==> src/rtl/lifo_stack_param_pkg.sv <==
// Shared definitions for the parametrised LIFO stack: defaults, count-width
// helper and the push/pop operation encoding.
package lifo_pkg;

  localparam int DEFAULT_WIDTH = 8;
  localparam int DEFAULT_DEPTH = 16;

  // Count must represent 0..DEPTH inclusive, hence DEPTH+1 states.
  function automatic int count_w(input int depth);
    return $clog2(depth + 1);
  endfunction

  typedef enum logic [1:0] {
    OP_IDLE = 2'b00,
    OP_POP  = 2'b01,
    OP_PUSH = 2'b10,
    OP_SWAP = 2'b11
  } op_e;

endpackage

==> src/rtl/lifo_stack_param_mem.sv <==
// DEPTH x WIDTH storage array: one synchronous write port, one
// combinational read port, no reset.
module lifo_mem #(
  parameter int WIDTH = 8,
  parameter int DEPTH = 16,
  parameter int AW    = 5
) (
  input  logic             clk,
  input  logic             we,
  input  logic [AW-1:0]    waddr,
  input  logic [WIDTH-1:0] wdata,
  input  logic [AW-1:0]    raddr,
  output logic [WIDTH-1:0] rdata
);

  logic [WIDTH-1:0] mem_q [DEPTH];

  // Address decode by comparison keeps DEPTH free of power-of-two limits.
  always_ff @(posedge clk) begin
    for (int i = 0; i < DEPTH; i++) begin
      if (we && (waddr == AW'(i))) mem_q[i] <= wdata;
    end
  end

  always_comb begin
    rdata = '0;
    for (int i = 0; i < DEPTH; i++) begin
      if (raddr == AW'(i)) rdata = mem_q[i];
    end
  end

endmodule

==> src/rtl/lifo_stack_param.sv <==
// Parametrised LIFO stack with occupancy count, threshold flags, swap /
// pass-through on simultaneous push+pop, and pulsed plus sticky errors.
module lifo_stack_param
  import lifo_pkg::*;
#(
  parameter int WIDTH     = DEFAULT_WIDTH,
  parameter int DEPTH     = DEFAULT_DEPTH,
  parameter int AF_THRESH = DEPTH - 2,
  parameter int AE_THRESH = 2,
  localparam int CW       = count_w(DEPTH)
) (
  input  logic             clk,
  input  logic             rst,
  input  logic             push,
  input  logic             pop,
  input  logic [WIDTH-1:0] data_in,
  input  logic             clr_err,
  output logic [WIDTH-1:0] data_out,
  output logic             out_valid,
  output logic [CW-1:0]    count,
  output logic             full,
  output logic             empty,
  output logic             almost_full,
  output logic             almost_empty,
  output logic             overflow,
  output logic             underflow,
  output logic             error,
  output logic             sticky_err
);

  localparam logic [CW-1:0] DEPTH_C = CW'(DEPTH);
  localparam logic [CW-1:0] AF_C    = CW'(AF_THRESH);
  localparam logic [CW-1:0] AE_C    = CW'(AE_THRESH);

  logic [CW-1:0]    count_q, count_d;
  logic [WIDTH-1:0] data_out_q, data_out_d;
  logic             out_valid_q, out_valid_d;
  logic             overflow_q, overflow_d;
  logic             underflow_q, underflow_d;
  logic             sticky_q, sticky_d;

  logic             mem_we;
  logic [CW-1:0]    mem_waddr;
  logic [CW-1:0]    top_addr;
  logic [WIDTH-1:0] top_data;
  op_e              op;

  assign full     = (count_q == DEPTH_C);
  assign empty    = (count_q == '0);
  assign top_addr = count_q - CW'(1);
  assign op       = op_e'({push, pop});

  lifo_mem #(.WIDTH(WIDTH), .DEPTH(DEPTH), .AW(CW)) u_mem (
    .clk   (clk),
    .we    (mem_we),
    .waddr (mem_waddr),
    .wdata (data_in),
    .raddr (top_addr),
    .rdata (top_data)
  );

  always_comb begin
    count_d     = count_q;
    data_out_d  = data_out_q;
    out_valid_d = 1'b0;
    overflow_d  = 1'b0;
    underflow_d = 1'b0;
    mem_we      = 1'b0;
    mem_waddr   = count_q;
    unique case (op)
      OP_PUSH: begin
        if (full) overflow_d = 1'b1;
        else begin
          mem_we  = 1'b1;
          count_d = count_q + CW'(1);
        end
      end
      OP_POP: begin
        if (empty) underflow_d = 1'b1;
        else begin
          data_out_d  = top_data;
          out_valid_d = 1'b1;
          count_d     = top_addr;
        end
      end
      // Swap reads the old top and overwrites it on the same edge;
      // on an empty stack the input word goes straight to the output.
      OP_SWAP: begin
        out_valid_d = 1'b1;
        if (empty) data_out_d = data_in;
        else begin
          data_out_d = top_data;
          mem_we     = 1'b1;
          mem_waddr  = top_addr;
        end
      end
      default: ;
    endcase
    if (rst) mem_we = 1'b0;
    // A new error in the same cycle as clr_err keeps the flag set.
    if (overflow_d || underflow_d) sticky_d = 1'b1;
    else if (clr_err)              sticky_d = 1'b0;
    else                           sticky_d = sticky_q;
  end

  always_ff @(posedge clk) begin
    if (rst) begin
      count_q     <= '0;
      data_out_q  <= '0;
      out_valid_q <= 1'b0;
      overflow_q  <= 1'b0;
      underflow_q <= 1'b0;
      sticky_q    <= 1'b0;
    end else begin
      count_q     <= count_d;
      data_out_q  <= data_out_d;
      out_valid_q <= out_valid_d;
      overflow_q  <= overflow_d;
      underflow_q <= underflow_d;
      sticky_q    <= sticky_d;
    end
  end

  assign data_out     = data_out_q;
  assign out_valid    = out_valid_q;
  assign count        = count_q;
  assign almost_full  = (count_q >= AF_C);
  assign almost_empty = (count_q <= AE_C);
  assign overflow     = overflow_q;
  assign underflow    = underflow_q;
  assign error        = overflow_q | underflow_q;
  assign sticky_err   = sticky_q;

endmodule
==> config.mk <==
export PLATFORM = sky130hd
export DESIGN_NAME = lifo_stack_param
export DESIGN_NICKNAME = d
export VERILOG_FILES = /design/src/rtl/lifo_stack_param_pkg.sv /design/src/rtl/lifo_stack_param_mem.sv /design/src/rtl/lifo_stack_param.sv
export SDC_FILE = /design/constraint.sdc
export NUM_CORES = 1
export LEC_CHECK = 0
export BUFFER_PORTS_ARGS = -buffer_cell sky130_fd_sc_hd__buf_2
export CAP_MARGIN = 5
export CORE_MARGIN = 1
export CORE_UTILIZATION = 61
export CTS_CLUSTER_DIAMETER = 120
export DETAILED_ROUTE_END_ITERATION = 10
export PLACE_DENSITY = 0.79
export SETUP_SLACK_MARGIN = 0.3
export SYNTH_ARGS = -nofsm -noshare
export SYNTH_HDL_FRONTEND = slang
export SYNTH_SLANG_ARGS = --single-unit
==> constraint.sdc <==
create_clock -name clk -period 3.65 [get_ports clk]
set_input_delay 0.1825 -clock clk [delete_from_list [all_inputs] [get_ports clk]]
set_output_delay 0.1825 -clock clk [all_outputs]
set_load 0.02 [all_outputs]
==> out/results.tsv, run 1 <==
metric	value	unit
ys_seq_area_frac	0.6139	
synth_area_leaders	edfxtp_1 (56%), dfxtp_1 (5.0%), o21ai_0 (2.8%), nor2_1 (2.6%), nand2_1 (2.4%)	
grt_pass1_vias	5322	
status	completed	
yosys-top-cells-count	edfxtp_1 (128), nor2_1 (48), nand2_1 (44)	
netlist_area	6815	µm²
finalMaxSlewViolations	0	
cts_root_buf	clkbuf_8	
yosysTopAreaCellShare	0.5640	
drive_gt1_frac	0.1749	
syn_to_final_growth	14.67	%
finalCriticalPeriod	3.175	ns
end_kind	register	
combPwrFrac	0.219	
avgSynthCellArea	11.55	µm²
cts_buffer_depth	2	
seq_area	4184	µm²
grt_pass1_wl	31380	µm
first_pass_iters	5	
switching_share	0.3016	
min_path_type	in -> reg	
ir_drop	542.5	µV
design_area	7815	µm²
rsz0062_at_grt	no	
crit_path_max_fanout	14	
synth_edf_count	128	
synth_ff_type	edfxtp_1	
cts_buffers	17	
hold_viol	0	
setup_viol	0	
io_buffer_count	34	
placed_cells	752	
switchingPower	1345	µW
final.setup.tns	0	ns
tightest_slew	0.9900	ns
core_area	10840	µm²
syn_nets	609	
worstPathArrival	3.34	ns
drv_cap	0	
globalRouteOverflowTotal	0	
vias_per_cell	7.120	
pin_count	35	
relSlewSlack	0.3375	
rr_startpoint	count[0]	
start_util	0.6287	
htree_levels	4	
crit_required	3.81	ns
final_nets	653	
synthCells	590	
synthArstFlopShare	0	
final.setup_skew	0.008966	ns
p_total	4458	µW
pwr-share-seq	0.419	
multi_input_area	2414	µm²
instances_no_fill	786	
grt_max_degree	28	
n_fill_cell	783	
r2r_end	u_mem.mem_q[1][44]	
fp.dieW	107.7	µm
synth-seq-cells	145	
drtAntennaViolNets	0	
path_clk_slew	0.07	ns
synth.distinct_cells	73	
cts.sinks	145	
track_usage	0.3851	
synth_area_leader_cell	edfxtp_1	
r2r_slack	0.48	ns
row_count	38	
insertion_delay	0.54	ns
die-height	107.7	µm
yosysWarnings	0	
r2r_cells	8	
crit_path_start	count[0]	
worstSetupPathType	reg -> reg	
internal_power	3114	µW
wire_per_inst	26.53	µm
antenna_cells	0	
power_frac_clock	0.362	
wirelength	20850	µm
grt_antenna_before_repair	0	
place_congestion	0.9895	
cts_tree	done	
power-per-cell-area	570.5	nW/µm²
endpoint	u_mem.mem_q[1][44]	
cellLeakagePower	0.002652	µW
yosysMostFrequentCell	edfxtp_1	
crit_path_start_kind	register	
drcViolationCount	0	
holdWs	0.02411	ns
finalCritPeriodShare	0.8698	
dpl.hpwl	13620	µm
drt_iter0_drc	955	
die_area	11600	µm²
num_vias	5596	
dpl_cell_area	7231	µm²
fmax	0.3150	GHz
## routing by layer
layer,vias to the layer above,GRT usage,wire length [µm]
met2,470,0.5504,9276
met4,0,0.2104,970
met3,73,0.1102,2711
met1,2655,0.5300,7894
met5,-,0,0
li1,2398,-,-
## state kept, by name, summed over array words and instances, names as in the netlist
signal and cells:
overflow 1, underflow 1, sticky_err 1, out_valid 1, data_out 8, count 5, u_mem.mem_q 128
## cells by family after synthesis
group,Yosys count,synth area share
compound gates,201,0.2051
xor+xnor,4,0.005140
flops,145,0.6139
mux,1,0.001469
buf+inv,58,0.03451
fa+ha+maj,6,0.01101
simple gates,175,0.1289
## per-stage QoR
step | util | setup WS, ns
floorplan | - | 0.5144
global placement | 0.6670 | 0.5409
finish | 0.7209 | 0.4751
CTS | 0.7186 | 0.4172
global route | 0.7209 | 0.3469
detailed placement | 0.6670 | 0.4496
## final cells by class
| cell class | instances | share of cell area |
|---|---|---|
| Sequential cell | 145 | 0.5354 |
| Multi-Input combinational cell | 387 | 0.3088 |
| Timing Repair Buffer | 69 | 0.05764 |
| Clock buffer | 19 | 0.05395 |
| Tap cell | 140 | 0.02241 |
| Clock inverter | 12 | 0.01505 |
| Inverter | 14 | 0.006724 |
## worst min-delay path by stage
stage | from | slack, ns | end | cells after the start
2_1_floorplan | data_in[0] | 0.28 | u_mem.mem_q[0][0] | 0
3_3_place_gp | sticky_err | 0.44 | sticky_err | 1
3_5_place_dp | sticky_err | 0.46 | sticky_err | 1
4_1_cts | rst | 0.009 | count[4] | 2
5_1_grt | rst | 0.05 | count[4] | 2
6_report | rst | 0.02 | count[4] | 2
## power groups by stage
stage	logic [µW]	registers (µW)	clock network (µW)
3_3_place_gp	907	1900	0
2_1_floorplan	550	1930	0
3_5_place_dp	919	1900	0
6_report	977	1870	1610
4_1_cts	930	1870	1610
5_1_grt	1030	1870	1670
## worst max-delay path, stage by stage, from the launching register on
cell     delay (ns)
dfxtp_1        0.31
inv_1          0.17
ha_2           0.38
or4b_2         0.64
buf_4          0.21
nand2_1        0.15
a31oi_1        0.13
buf_4          0.20
nor2_1         0.62
## repair_timing
item	in CTS	in global routing
hold endpoints to repair	2	0
setup endpoints to repair	0	79
hold buffers	2	0
setup buffers	0	0
resized for setup	0	7
## cells in the final DEF (no fill, tap or decap), types with 16 or more instances in the layout
cell,count
edfxtp_1,128
nand2_1,44
nor2_1,42
o21ai_0,38
buf_2,34
buf_4,32
a21oi_1,31
nor3_1,21
dfxtp_1,17
a31oi_1,16
clkbuf_16,16
No activity file was read; power rests on OpenSTA's default activity.
==> run 2, diff against run 1 <==
- HOLD_SLACK_MARGIN: not set -> 0.08
==> run 2 against run 1 <==
First-iteration DRC count rose by 5.7%. Total power barely moved. Combinational power barely moved. Sequential cell count did not move. Routed wire length fell by 0.29%. Clock skew rose by 0.00068 ns. Worst hold slack improved by 0.071 ns. Non-clock buffer count rose by 2.
==> out/results.tsv, run 2 (synthesis gave the netlist of run 1 again) <==
metric	value	unit	change
finalCritPeriodShare	0.8660		was 0.8698
rsz0062_at_grt	no		unchanged
cts.sinks	145		unchanged
final.setup.tns	0	ns	unchanged
globalRouteOverflowTotal	0		unchanged
end_kind	register		unchanged
crit_path_start_kind	register		unchanged
pin_count	35		unchanged
final_nets	655		was 653
crit_path_max_fanout	14		unchanged
die_area	11600	µm²	unchanged
fp.dieW	107.7	µm	unchanged
regMostFlops	u_mem.mem_q		unchanged
syn_to_final_growth	14.96	%	was 14.67%
finalMaxSlewViolations	0		unchanged
finalCriticalPeriod	3.161	ns	was 3.175 ns
pwr-share-seq	0.419		about the same
fmax	0.3164	GHz	was 0.3150 GHz
grt_pass1_vias	5322		unchanged
grt_pass1_wl	31380	µm	unchanged
power_frac_clock	0.362		about the same
io_buffer_count	34		unchanged
vias_per_cell	7.117		was 7.120
insertion_delay	0.54	ns	about the same
grt_max_degree	28		unchanged
status	completed		unchanged
hold_viol	0		unchanged
final_cell_mix	edfxtp_1 (128), nand2_1 (44), nor2_1 (42), o21ai_0 (38), buf_2 (34)		unchanged
antenna_cells	0		unchanged
final.setup_skew	0.009649	ns	was 0.008966 ns
cts_tree	done		unchanged
crit_required	3.81	ns	about the same
path_clk_slew	0.06	ns	was 0.07 ns
row_count	38		unchanged
setup_ws	0.4891	ns	was 0.4751 ns
worstPathArrival	3.32	ns	was 3.34 ns
first_pass_iters	5		unchanged
track_usage	0.3851		unchanged
combPwrFrac	0.219		about the same
drive_gt1_frac	0.1744		was 0.1749
place_congestion	0.9895		unchanged
drcViolationCount	0		unchanged
cts_root_buf	clkbuf_8		unchanged
grt_antenna_before_repair	0		unchanged
wire_per_inst	26.39	µm	was 26.53 µm
cellLeakagePower	0.002660	µW	was 0.002652 µW
largest_register_ffs	128		unchanged
post-place-ws	0.4496	ns	unchanged
htree_levels	4		unchanged
tightest_slew	1.022	ns	was 0.9900 ns
switching_share	0.3015		was 0.3016
layout_commonest_cell	edfxtp_1		unchanged
drtAntennaViolNets	0		unchanged
drv_cap	0		unchanged
final_core_util	0.7228		was 0.7209
min_path_type	in -> reg		unchanged
dpl.hpwl	13620	µm	unchanged
power-per-cell-area	569.2	nW/µm²	was 570.5 nW/µm²
start_util	0.6287		unchanged
core_area	10840	µm²	unchanged
die-height	107.7	µm	unchanged
cts_buffer_depth	2		unchanged
worstSetupPathType	reg -> reg		unchanged
cts_buffers	17		unchanged
holdWs	0.09546	ns	was 0.02411 ns
drt_iter0_drc	1009		was 955
switchingPower	1345	µW	about the same
wirelength	20790	µm	was 20850 µm
internal_power	3115	µW	was 3114 µW
relSlewSlack	0.3164		was 0.3375
n_fill_cell	780		was 783
ir_drop	541.1	µV	was 542.5 µV
setup_viol	0		unchanged
num_vias	5608		was 5596
==> run 2: final timing paths <==
check / endpoint / slack (ns) / start / cells past startpoint
setup / recovery: u_mem.mem_q[1][44] / 0.49 / count[0] / 8
hold / removal: u_mem.mem_q[1][60] / 0.1 / data_in[4] / 1
setup reg to reg: u_mem.mem_q[1][44] / 0.49 / count[0] / 8
hold reg to reg: sticky_err / 0.47 / sticky_err / 1
==> run 2: area by class of cell <==
| class | instances | area (µm²) | area share |
|---|---|---|---|
| sequential | 145 | 4184 | 0.5340 |
| multi-input combinational | 387 | 2414 | 0.3080 |
| timing repair buffer | 71 | 470.5 | 0.06004 |
| clock buffer | 19 | 421.7 | 0.05382 |
| tap | 140 | 175.2 | 0.02236 |
| clock inverter | 12 | 117.6 | 0.01501 |
| inverter | 14 | 52.55 | 0.006707 |
==> run 2: through the flow <==
step	total power (µW)	cell area (µm²)	std cells
detailed placement	2821	7231	752
global route	4575	7835	788
global placement	2809	7231	752
finish	4460	7835	788
floorplan	2480	6815	590
CTS	4411	7810	787
==> run 2: critical path, stage by stage, from the launching register on <==
cell,delay (ns)
dfxtp_1,0.31
inv_1,0.18
ha_2,0.38
or4b_2,0.64
buf_4,0.21
nand2_1,0.15
a31oi_1,0.12
buf_4,0.19
nor2_1,0.60
==> run 2: per-layer routing <==
| layer | routed length [µm] | vias up | track usage | share of wire |
|---|---|---|---|---|
| met2 | 9041 | 481 | 0.5504 | 0.43 |
| met3 | 2656 | 81 | 0.1102 | 0.13 |
| met4 | 1092 | 0 | 0.2104 | 0.053 |
| met5 | 0 | - | 0 | 0 |
| met1 | 8002 | 2642 | 0.5300 | 0.38 |
| li1 | - | 2404 | - | - |
==> run 2: power by group through the flow <==
stage          Clock (µW)  Combinational [µW]  Sequential, µW
6_report             1620                 976            1870
3_5_place_dp            0                 919            1900
4_1_cts              1610                 932            1870
3_3_place_gp            0                 907            1900
5_1_grt              1670                1030            1870
2_1_floorplan           0                 550            1930
==> run 2: what timing repair did <==
action / 4_1_cts / 5_1_grt
endpoints found under the hold margin: 14 / 0
hold buffers: 4 / 0
buffers inserted: 0 / 0
resized for setup: 0 / 7
endpoints found under the setup margin: 0 / 79
==> run 3, diff against run 2 <==
- ABC_AREA: not set -> 1
- PLACE_DENSITY: 0.79 -> 0.8
==> run 3 against run 2 <==
Global-route usage is 10 points lower. Largest power group unchanged. First-iteration DRC count shrank 59%. Critical endpoint is now data_out[7]. Die area down 4.9%. Sequential share of layout area grew 2.6 points. Worst setup slack better by 0.033 ns. Synthesized cell count rose by 4.9%. Maximum frequency rose by 1.1%. Utilization rose by 0.15 points. Synthesized area shrank 5.0%. Final cell count is 4.4% higher. Clock-buffer cell count grew 3. Critical path type unchanged.
==> out/results.tsv, run 3 <==
metric	value	unit	change
finalCritPeriodShare	0.8569		was 0.8660
grt_pass1_wl	23330	µm	was 31380 µm
status	completed		unchanged
ys_seq_area_frac	0.6462		was 0.6139
crit_required	4.07	ns	was 3.81 ns
min_path_type	in -> reg		unchanged
drive_gt1_frac	0.1732		was 0.1744
final.setup_skew	0.009996	ns	was 0.009649 ns
place_congestion	0.9593		was 0.9895
row_count	37		was 38
largest_register_ffs	128		unchanged
track_usage	0.2851		was 0.3851
synth-seq-cells	145		unchanged
yosys-top-cells-count	nand2_1 (175), edfxtp_1 (128), nor2_1 (65)		was edfxtp_1 (128), nor2_1 (48), nand2_1 (44)
cts_root_buf	clkbuf_8		unchanged
globalRouteOverflowTotal	0		unchanged
drv_cap	0		unchanged
cts_buffer_depth	2		unchanged
core_area	10320	µm²	was 10840 µm²
synthCells	619		was 590
final.setup.tns	0	ns	unchanged
drcViolationCount	0		unchanged
final_cell_mix	nand2_1 (175), edfxtp_1 (128), nor2_1 (63), a21oi_1 (63), nand3_1 (44)		was edfxtp_1 (128), nand2_1 (44), nor2_1 (42), o21ai_0 (38), buf_2 (34)
drtAntennaViolNets	0		unchanged
die-height	105.0	µm	was 107.7 µm
worstPathArrival	3.54	ns	was 3.32 ns
avgSynthCellArea	10.46	µm²	was 11.55 µm²
antenna_cells	0		unchanged
grt_pass1_vias	4554		was 5322
dpl.hpwl	9553	µm	was 13620 µm
grt_antenna_before_repair	0		unchanged
holdWs	0.09174	ns	was 0.09546 ns
worstSetupPathType	reg -> reg		unchanged
r2r_cells	26		was 8
placed_cells	785		was 752
yosysWarnings	0		unchanged
final_nets	693		was 655
syn_to_final_growth	15.48	%	was 14.96%
yosysTopAreaCellShare	0.5936		was 0.5640
finalCriticalPeriod	3.128	ns	was 3.161 ns
end_kind	register		unchanged
start_util	0.6272		was 0.6287
instances_no_fill	823		was 788
synth_xor_area_frac	0.005217		was 0.005140
rsz0062_at_grt	no		unchanged
syn_nets	638		was 609
fp.dieW	105.0	µm	was 107.7 µm
synth_edf_count	128		unchanged
cts_buffers	17		unchanged
synthAdderAreaFrac	0.01159		was 0.01102
synth_area_leaders	edfxtp_1 (59%), nand2_1 (10%), dfxtp_1 (5.3%), a21oi_1 (4.9%), nor2_1 (3.8%)		was edfxtp_1 (56%), dfxtp_1 (5.0%), o21ai_0 (2.8%), nor2_1 (2.6%), nand2_1 (2.4%)
synth_top_family_by_area	simple AND/OR/NAND/NOR gates		was compound AO/OA/AOI/OAI gates
tightest_slew	0.7744	ns	was 1.022 ns
first_pass_iters	5		unchanged
die_area	11030	µm²	was 11600 µm²
synthArstFlopShare	0		unchanged
ir_drop	325.3	µV	was 541.1 µV
pin_count	35		unchanged
crit_path_max_fanout	12		was 14
synth_simple_gate_area_frac	0.2336		was 0.1289
regMostFlops	u_mem.mem_q		unchanged
final_core_util	0.7243		was 0.7228
setup_viol	0		unchanged
hold_viol	0		unchanged
hold_depth	1		unchanged
synth_ff_type	edfxtp_1		unchanged
wirelength	14790	µm	was 20790 µm
muxShareOfSynthArea	0		was 0.001469
cellLeakagePower	0.002923	µW	was 0.002660 µW
drt_iter0_drc	416		was 1009
htree_levels	4		unchanged
vias_per_cell	5.793		was 7.117
fmax	0.3197	GHz	was 0.3164 GHz
synth.distinct_cells	37		was 73
finalMaxSlewViolations	0		unchanged
wire_per_inst	17.98	µm	was 26.39 µm
io_buffer_count	34		unchanged
crit_path_start_kind	register		unchanged
relSlewSlack	0.4818		was 0.3164
insertion_delay	0.53	ns	was 0.54 ns
power-per-cell-area	586.0	nW/µm²	was 569.2 nW/µm²
grt_max_degree	18		was 28
netlist_area	6475	µm²	was 6815 µm²
cts_tree	done		unchanged
path_clk_slew	0.06	ns	about the same
layout_commonest_cell	nand2_1		was edfxtp_1
cts.sinks	145		unchanged
synth_area_leader_cell	edfxtp_1		unchanged
yosysMostFrequentCell	nand2_1		was edfxtp_1
num_vias	4768		was 5608
synth_compound_area_frac	0.06841		was 0.2051
==> run 3: path summary, 6_finish.rpt <==
kind                                  start  slack (ns)            endpoint
worst min register to register  data_out[6]        0.47         data_out[6]
worst max-delay path               count[1]        0.52         data_out[7]
worst min-delay path             data_in[3]        0.09  u_mem.mem_q[1][59]
worst max register to register     count[1]        0.52         data_out[7]
==> run 3: worst max-delay path: stages (launching register included) <==
cell	delay [ns]
dfxtp_2	0.43
inv_1	0.12
ha_1	0.28
xnor2_2	0.28
nand3_4	0.17
nor2_4	0.18
inv_2	0.13
nor2_1	0.10
nor2_1	0.04
nand2_1	0.07
nand2_1	0.05
nand2_1	0.06
nand2_1	0.06
nand2_1	0.06
nand2_1	0.05
nand2_1	0.06
nand2_1	0.06
nand3_1	0.12
nand2_1	0.08
nand2_1	0.07
nand3_1	0.09
nand2_1	0.07
nand3_1	0.10
nand2_1	0.10
nand2_1	0.05
nand2_1	0.07
a21oi_2	0.05
==> run 3: cell families after synthesis <==
family / count (synthesis)
AOI/OAI and AO/OA: 83
and+or+nand+nor: 330
xor gates and xnor gates: 3
adders and majority gates: 6
buffers and inverters: 52
DFF: 145
==> run 3: power breakdown <==
part	switching (µW)	total [µW]	internal, µW
registers	28.2	1870	1850
logic	479	681	202
clock network	647	1830	1180
total	1150	4380	3230
==> run 3: layout make-up <==
cell class | instances | area (µm²)
timing repair buffer | 46 | 275.3
inverter | 42 | 157.7
clock inverter | 10 | 185.2
multi-input combinational | 422 | 2069
sequential | 145 | 4187
tap | 136 | 170.2
clock buffer | 22 | 432.9
fill | 687 | 2846
==> run 3: through the flow <==
step | cell area (µm²) | power [µW] | setup slack, ns
4_1_cts | 7470 | 4366 | 0.4371
3_5_place_dp | 6792 | 2564 | 0.4637
3_3_place_gp | 6792 | 2549 | 0.5944
5_1_grt | 7477 | 4522 | 0.3021
2_1_floorplan | 6475 | 2377 | 0.8352
6_report | 7477 | 4382 | 0.5224
==> run 3: what timing repair did <==
action | CTS | global route
setup endpoints to repair | 0 | 8
buffers inserted | 0 | 0
gates resized for setup | 0 | 4
hold endpoints to repair | 29 | 0
hold buffers | 6 | 0
==> run 3: per-layer routing <==
layer,GRT usage,share of wire,vias up
met4,0.1157,0.016,0
met5,0,0,-
li1,-,-,2229
met3,0.05864,0.077,23
met2,0.4499,0.48,253
met1,0.3897,0.43,2263
